===== config.mk =====
export PLATFORM = sky130hd
export DESIGN_NAME = cic_readout_sequencer
export DESIGN_NICKNAME = d
export VERILOG_FILES = /design/src/rtl/cic_readout_sequencer.sv
export SDC_FILE = /design/constraint.sdc
export NUM_CORES = 1
export LEC_CHECK = 0
export ABC_AREA = 1
export BUFFER_PORTS_ARGS = -buffer_cell sky130_fd_sc_hd__buf_4
export CAP_MARGIN = 20
export CORE_ASPECT_RATIO = 1.2
export CORE_MARGIN = 3
export CORE_UTILIZATION = 58
export CTS_BUF_LIST = sky130_fd_sc_hd__clkbuf_16
export CTS_CLUSTER_DIAMETER = 150
export CTS_CLUSTER_SIZE = 28
export DETAILED_ROUTE_END_ITERATION = 16
export PLACE_DENSITY = 0.79
export REMOVE_ABC_BUFFERS = 1
export SLEW_MARGIN = 40
export SYNTH_ARGS = -nofsm -noshare
export SYNTH_HDL_FRONTEND = slang
export SYNTH_SLANG_ARGS = --single-unit

===== constraint.sdc =====
create_clock -name divided_clk -period 2.85 [get_ports divided_clk]
set_input_delay 0.4275 -clock divided_clk [delete_from_list [all_inputs] [get_ports divided_clk]]
set_output_delay 0.4275 -clock divided_clk [all_outputs]
set_load 0.005 [all_outputs]

===== src/rtl/cic_readout_sequencer.sv =====
// CIC3 comb-stage sequencer: holds differentiators in clear while disabled, discards
// settling transients, then buffers decimated words in a first-word-fall-through FIFO.
module cic_readout_sequencer #(
  parameter int NUMBITS        = 25,
  parameter int SETTLE_SAMPLES = 3,
  parameter int FIFO_DEPTH     = 4,
  parameter int CNT_WIDTH      = 16
) (
  input  logic                 divided_clk,
  input  logic                 reset_n,
  input  logic                 enable,
  input  logic [NUMBITS-1:0]   cic_data,
  output logic                 diff_clear_n,
  output logic [NUMBITS-1:0]   out_data,
  output logic                 out_valid,
  input  logic                 out_ready,
  output logic [CNT_WIDTH-1:0] sample_count,
  output logic                 overflow,
  output logic                 busy
);

  localparam int AW = $clog2(FIFO_DEPTH);
  localparam int SW = (SETTLE_SAMPLES > 1) ? $clog2(SETTLE_SAMPLES) : 1;
  localparam logic [SW-1:0] SETTLE_LAST = SW'(SETTLE_SAMPLES - 1);

  typedef enum logic [1:0] {
    IDLE,
    SETTLE,
    RUN
  } state_t;

  state_t               state_q, state_d;
  logic [SW-1:0]        settle_q, settle_d;
  logic [AW:0]          wr_ptr_q, wr_ptr_d;
  logic [AW:0]          rd_ptr_q, rd_ptr_d;
  logic [NUMBITS-1:0]   hold_q, hold_d;
  logic [CNT_WIDTH-1:0] count_q, count_d;
  logic                 overflow_q, overflow_d;
  logic                 clear_n_q, clear_n_d;
  logic [NUMBITS-1:0]   mem_q [FIFO_DEPTH];

  logic fifo_valid, fifo_full, pop, push_req, push_ok;

  assign fifo_valid = (wr_ptr_q != rd_ptr_q);
  assign fifo_full  = (wr_ptr_q[AW] != rd_ptr_q[AW]) &&
                      (wr_ptr_q[AW-1:0] == rd_ptr_q[AW-1:0]);
  assign pop        = fifo_valid && out_ready;
  assign push_req   = (state_q == RUN) && enable;
  // A pop on the same edge frees the slot, so a full FIFO still accepts the push.
  assign push_ok    = push_req && (!fifo_full || pop);

  always_comb begin
    state_d    = state_q;
    settle_d   = settle_q;
    wr_ptr_d   = wr_ptr_q;
    rd_ptr_d   = rd_ptr_q;
    hold_d     = hold_q;
    count_d    = count_q;
    overflow_d = overflow_q;

    case (state_q)
      IDLE: begin
        if (enable) begin
          state_d    = SETTLE;
          settle_d   = '0;
          count_d    = '0;
          overflow_d = 1'b0;
        end
      end
      SETTLE: begin
        if (!enable) begin
          state_d = IDLE;
        end else if (settle_q == SETTLE_LAST) begin
          state_d = RUN;
        end else begin
          settle_d = settle_q + 1'b1;
        end
      end
      RUN: begin
        if (!enable) state_d = IDLE;
      end
      default: state_d = IDLE;
    endcase

    if (push_ok) begin
      wr_ptr_d = wr_ptr_q + 1'b1;
      count_d  = count_q + 1'b1;
    end
    if (push_req && fifo_full && !pop) overflow_d = 1'b1;

    // Remember the word leaving the head so out_data holds it once empty.
    if (pop) begin
      rd_ptr_d = rd_ptr_q + 1'b1;
      hold_d   = mem_q[rd_ptr_q[AW-1:0]];
    end

    clear_n_d = (state_d != IDLE);
  end

  always_ff @(posedge divided_clk or negedge reset_n) begin
    if (!reset_n) begin
      state_q    <= IDLE;
      settle_q   <= '0;
      wr_ptr_q   <= '0;
      rd_ptr_q   <= '0;
      hold_q     <= '0;
      count_q    <= '0;
      overflow_q <= 1'b0;
      clear_n_q  <= 1'b0;
    end else begin
      state_q    <= state_d;
      settle_q   <= settle_d;
      wr_ptr_q   <= wr_ptr_d;
      rd_ptr_q   <= rd_ptr_d;
      hold_q     <= hold_d;
      count_q    <= count_d;
      overflow_q <= overflow_d;
      clear_n_q  <= clear_n_d;
    end
  end

  always_ff @(posedge divided_clk) begin
    if (push_ok) mem_q[wr_ptr_q[AW-1:0]] <= cic_data;
  end

  assign diff_clear_n = clear_n_q;
  assign out_valid    = fifo_valid;
  assign out_data     = fifo_valid ? mem_q[rd_ptr_q[AW-1:0]] : hold_q;
  assign sample_count = count_q;
  assign overflow     = overflow_q;
  assign busy         = (state_q != IDLE);

endmodule


### Word-level counts from Yosys, hierarchy flattened

Memory sizes are Yosys's and may differ from the RTL's.
Cells that the tools add are included.
Widths: inputs -> output; s select.

| storage, ports and cells | value |
|---|---|
| bits in registers | 53 |
| memory bits (writable) | 100 |
| input bits | 29 |
| output and inout port bits | 45 |
| logic and storage cells | 60 |
| memories | 1 |

Memories:

| memory | depth | width | rd ports | clocked after memory_dff | write ports | RTL line | RTL |
|---|---|---|---|---|---|---|---|
| mem_q | 4 | 25 | 1 | 0 | 1 | 40 | `logic [NUMBITS-1:0] mem_q [FIFO_DEPTH];` |

| operators by class | value |
|---|---|
| add/sub/neg operators | 4 |
| equality and inequality tests | 9 |
| muxes and demuxes | 18 |
| reductions and logical operators | 20 |

Operator list:

| cell | number |
|---|---|
| $mux 16 | 3 |
| $mux 25 | 1 |
| $add 16x1->16 const B | 1 |
| $mux 2 | 7 |
| $reduce_bool 2->1 | 7 |
| $add 3x1->3 const B | 2 |
| $logic_and 1x1->1 | 6 |
| $ne 2x2->1 const B | 3 |
| $pmux 2 s3 | 1 |
| $mux 1 | 5 |
| $eq 2x2->1 const B | 2 |
| $pmux 2 s2 | 1 |
| $reduce_and 2->1 | 2 |
| $reduce_and 4->1 | 1 |
| $ne 3x3->1 | 1 |
| $add 2x1->2 const B | 1 |
| $eq 2x1->1 const B | 1 |
| $eq 2x2->1 | 1 |
| $logic_not 1->1 | 2 |
| $logic_not 2->1 | 1 |
| $logic_or 1x1->1 | 1 |
| $ne 1x1->1 | 1 |

### Logic depth before layout (Yosys ltp)

| depth | value |
|---|---|
| depth after elaboration | 7 |
| depth in mapped cells | 10 |
| gate-level depth less buffers | 8 |

### Least setup slack after synthesis

No wires, ideal clock.

| path | value |
|---|---|
| path type | reg-to-reg |
| start | register rd_ptr_q[1] |
| end | memory mem_q[0][0] (enable) |
| library setup time | 0.407 ns |
| data arrival time | 2.178 ns |
| data required time | 2.443 ns |
| path slack | 0.264 ns |
| cell stages (with the launch flop) | 10 |
| buffers on the path | 2 |
| clock period less this slack | 2.586 ns |
| cell sequence | dfrtp_1 -> buf_4 -> inv_4 -> nand2_2 -> nand2_2 -> nor2_8 -> nand2_2 -> nand2_2 -> buf_6 -> nor2_1 |

| between the ends | value |
|---|---|
| cells in the longest elaborated chain, start to end | 7 |
| elaborated cells on any way between the ends | 9 |
| classes of those cells | eq/ne (2); mux (2); reduce/logical (5) |

RTL lines:

| item | RTL line | RTL |
|---|---|---|
| start, declared | 35 | `logic [AW:0] rd_ptr_q, rd_ptr_d;` |
| start signal, assigned | 114 | `rd_ptr_q <= rd_ptr_d;` |
| $eq 2x2->1 | 46 | `(wr_ptr_q[AW-1:0] == rd_ptr_q[AW-1:0]);` |
| $logic_and 1x1->1 | 45 | `assign fifo_full = (wr_ptr_q[AW] != rd_ptr_q[AW]) &&` |
| $logic_not 1->1 | 50 | `assign push_ok = push_req && (!fifo_full \|\| pop);` |
| $logic_or 1x1->1 (*) | 50 |  |
| $logic_and 1x1->1 (*) | 50 |  |
| $mux 1 (*) | 123 | `if (push_ok) mem_q[wr_ptr_q[AW-1:0]] <= cic_data;` |
| $mux 1 (implied by the code) (*) | 123 |  |
| end, declared | 40 |  |

Mark *: on every way between the ends. The rest lies on a longest branch, timed or not.

### Worst setup path in the final report

| path | value |
|---|---|
| start | register wr_ptr_q[0] |
| end | output out_data[9] |

| between the ends | value |
|---|---|
| cells in the longest elaborated chain, start to end | 2 |

RTL lines:

| item | RTL line | RTL |
|---|---|---|
| start, declared | 34 | `logic [AW:0] wr_ptr_q, wr_ptr_d;` |
| start signal, assigned | 113 | `wr_ptr_q <= wr_ptr_d;` |
| $ne 3x3->1 | 44 | `assign fifo_valid = (wr_ptr_q != rd_ptr_q);` |
| $mux 25 | 128 | `assign out_data = fifo_valid ? mem_q[rd_ptr_q[AW-1:0]] : hold_q;` |
| end, declared | 14 | `output logic [NUMBITS-1:0] out_data,` |

No other way between the ends.

==> impl_metrics.toml <==
[critical_path]
worst-path-max-fanout = 53
worstSetupStartpointType = "flop"
crit_required_ps = 2420
worstReg2RegStart = "wr_ptr_q[0]"
r2r_slack_ps = 720
cp-end-kind = "primary output"
r2r_cells = 8
path_class = "reg -> out"
arrival_ps = 2180
r2r-end = "hold_q[16]"

[logic_synthesis]
synth_edf_count = 100
synth_top_area_share_pct = 44.3
ys_seq_area_share_pct = 63.9
ys_types = 29
yosysTopAreaCell = "edfxtp_1"
synth-seq-cells = 153
ys_async_sr_fraction_pct = 34.6
syn_avg_cell_area_um2 = 10.4
synth_warnings = 0
synthCells = 648
mappedNetlistArea_um2 = 6770
synthFlopType = "edfxtp_1"
synthTopCellsByArea = "edfxtp_1 (44%), dfrtp_1 (20%), nand2_1 (9.3%), o211ai_1 (5.5%), inv_1 (3.9%)"

[drt]
first_iter_violations = 344
wl_per_cell_um = 16.1
drc = 0
dr.pass1.iters = 5
routed_wl_mm = 14.3
viasPerCell = 5.48
vias = 4869
final_antenna_net_count = 0

[power_and_ir_drop]
p_per_area_nw_per_um2 = 975
combPwrFrac_pct = 35.8
netSwitchingFraction_pct = 34.3
seqPwrFrac_pct = 35.9
intPower_mw = 5.14
clkPwrFrac_pct = 28.2
power_mw = 7.83
ir_worst_vdd_v = 0.000631
p_switching_mw = 2.69
cellLeakagePower_nw = 3.47

[worst_hold_path]
hold_class = "in -> async"

[timing]
rsz0062_at_grt = "false"
report.final.slew_viol_count = 0
tightest_slew_ps = 739
setup_viol = 0
max_clock_freq_ghz = 0.384
hold_viol = 0
finalCritPeriodShare_pct = 91.4
clock_skew_ps = 7.95
slew-limit-headroom_pct = 50.8
fin_crit_ps = 2610

[grt]
grt-ovfl-total = 0
grtUsageTotal_pct = 22.7
grt_pass1_wl_mm = 23.5
antenna_found_initial = 0
grt_max_degree = 58
grt_pass1_vias = 4862

[cells_and_area]
drive_gt1_share_pct = 17.6
fin_util_pct = 71.8
syn2layout_area_growth_pct = 18.6
antenna_cells = 0
finalNetCount = 757

[clocking]
cts_tree = "yes"
clockRootBuffer = "clkbuf_16"
clk-insertion-delay-late_ps = 410
cts.clk_slew.worst_paths_ps = 60
cts.sinks = 153
cts_made_buffers = 17
clock_path_buffers = 2
h-tree-depth = 4
cts_setup_buffers = 0
hold_buffers = 0
post_cts_resized = 0

[floorplan]
core_area_um2 = 11200
die_y_um = 124
dieWidth_um = 105
rows = 42
die_area_um2 = 13000
io_pins = 74
initial_core_util_pct = 60.5

[job]
drv_cap = 0

[place]
hpwl_mm = 8.92
routabilityCongestion = 0.817
port_buffers = 73

[outcome]
status = "finished, final reports clean"
-- power groups by stage --
stage / logic (mW) / clock network, mW / registers (mW)
floorplan: 1.46 / 0 / 2.96
global placement: 2.67 / 0 / 2.84
detailed placement: 2.79 / 0 / 2.85
CTS: 2.82 / 2.23 / 2.81
global route: 3.12 / 2.32 / 2.84
finish: 2.80 / 2.21 / 2.81
-- cells in the final DEF, fill, tap and decap left out --
master,synthesis,final
clkinv_2,0,2
o21ai_1,26,26
inv_1,71,73
clkinv_1,1,3
dfrtp_2,0,1
inv_4,1,1
ha_1,7,7
nand3_1,33,33
buf_4,3,82
clkbuf_16,0,17
a21oi_1,26,26
xor2_1,6,6
clkinv_4,0,1
o21bai_1,3,3
a21oi_4,1,1
nand4_1,8,8
inv_2,1,1
xnor2_1,3,3
nor2_8,1,1
bufinv_16,0,3
nand2_8,1,1
nor2_1,47,43
o211ai_1,50,50
nand2_2,4,4
buf_12,0,2
o21ai_0,5,5
mux2_2,1,1
nand2_4,1,1
dfrtp_1,53,52
clkinvlp_4,0,5
edfxtp_1,100,100
nand2_1,167,167
nor2_2,1,5
-- critical path, cell delays in order, from the launching register on --
cell     delay [ps]
dfrtp_1         410
inv_1           140
nand2_1          70
nand2_1         160
nor2_8           60
nand2_4         470
nor2_1          110
a21oi_1         190
buf_4           150
-- synthesized netlist by cell type, types with 7 or more instances --
library cell / number
o211ai_1: 50
edfxtp_1: 100
nand3_1: 33
nor2_1: 47
nand4_1: 8
ha_1: 7
o21ai_1: 26
buf_2: 12
dfrtp_1: 53
a21oi_1: 26
nand2_1: 167
clkbuf_1: 9
inv_1: 71
-- sequential cells by signal, indices dropped and copies added, names as in the netlist --
name,flops
diff_clear_n,1
state_q,2
hold_q,25
overflow,1
sample_count,16
rd_ptr_q,3
mem_q,100
settle_q,2
wr_ptr_q,3
-- logic make-up (layout without fill, tap and decap cells) --
logic type | count (synthesis) | after routing | synth area share, %
muxes | 1 | 1 | 0.166
adders and majority gates | 7 | 7 | 1.29
AOI/OAI and AO/OA | 111 | 111 | 10.3
DFF | 153 | 153 | 63.9
xor gates and xnor gates | 9 | 9 | 1.16
buffers and inverters | 104 | 190 | 6.86
and+or+nand+nor | 263 | 263 | 16.3
-- worst max-delay path by stage --
stage,startpoint,end,slack [ps],cells after the start
after global placement,rd_ptr_q[1],out_data[3],770,7
after detailed placement,wr_ptr_q[0],out_data[16],700,8
after CTS,wr_ptr_q[0],out_data[16],260,8
after global routing,wr_ptr_q[0],out_data[16],150,8
final,wr_ptr_q[0],out_data[9],240,8
after floorplan,rd_ptr_q[0],mem_q[0][0],-1140,6
-- cell type report --
cell class / instances / area (µm²)
clock buffers: 17 / 425
well taps: 154 / 193
clock inverters: 15 / 161
flip-flops and latches: 153 / 4330
multi-input cells: 391 / 1990
repair buffers: 84 / 656
inverters: 74 / 280
fillers: 782 / 3160
-- per-stage QoR --
step / area, µm² / instances / setup TNS, ps / hold WS (ps) / worst slack [ps]
3_5_place_dp: 7450 / 856 / 0 / 479 / 696
5_1_grt: 8030 / 888 / 0 / 127 / 149
4_1_cts: 8030 / 888 / 0 / 99.0 / 262
3_3_place_gp: 7450 / 856 / 0 / 472 / 770
2_1_floorplan: 6590 / 618 / -127160 / 132 / -1140
6_report: 8030 / 888 / 0 / 85.0 / 244
-- metal layers --
layer / global-route usage (%) / vias up / share of wire (%)
met5: 0 / - / 0
met4: 8.26 / 0 / 1.7
met3: 4.51 / 26 / 6.2
met2: 40.3 / 196 / 52
met1: 27.4 / 2324 / 40
li1: - / 2323 / -
No activity file was read; power rests on OpenSTA's default activity.
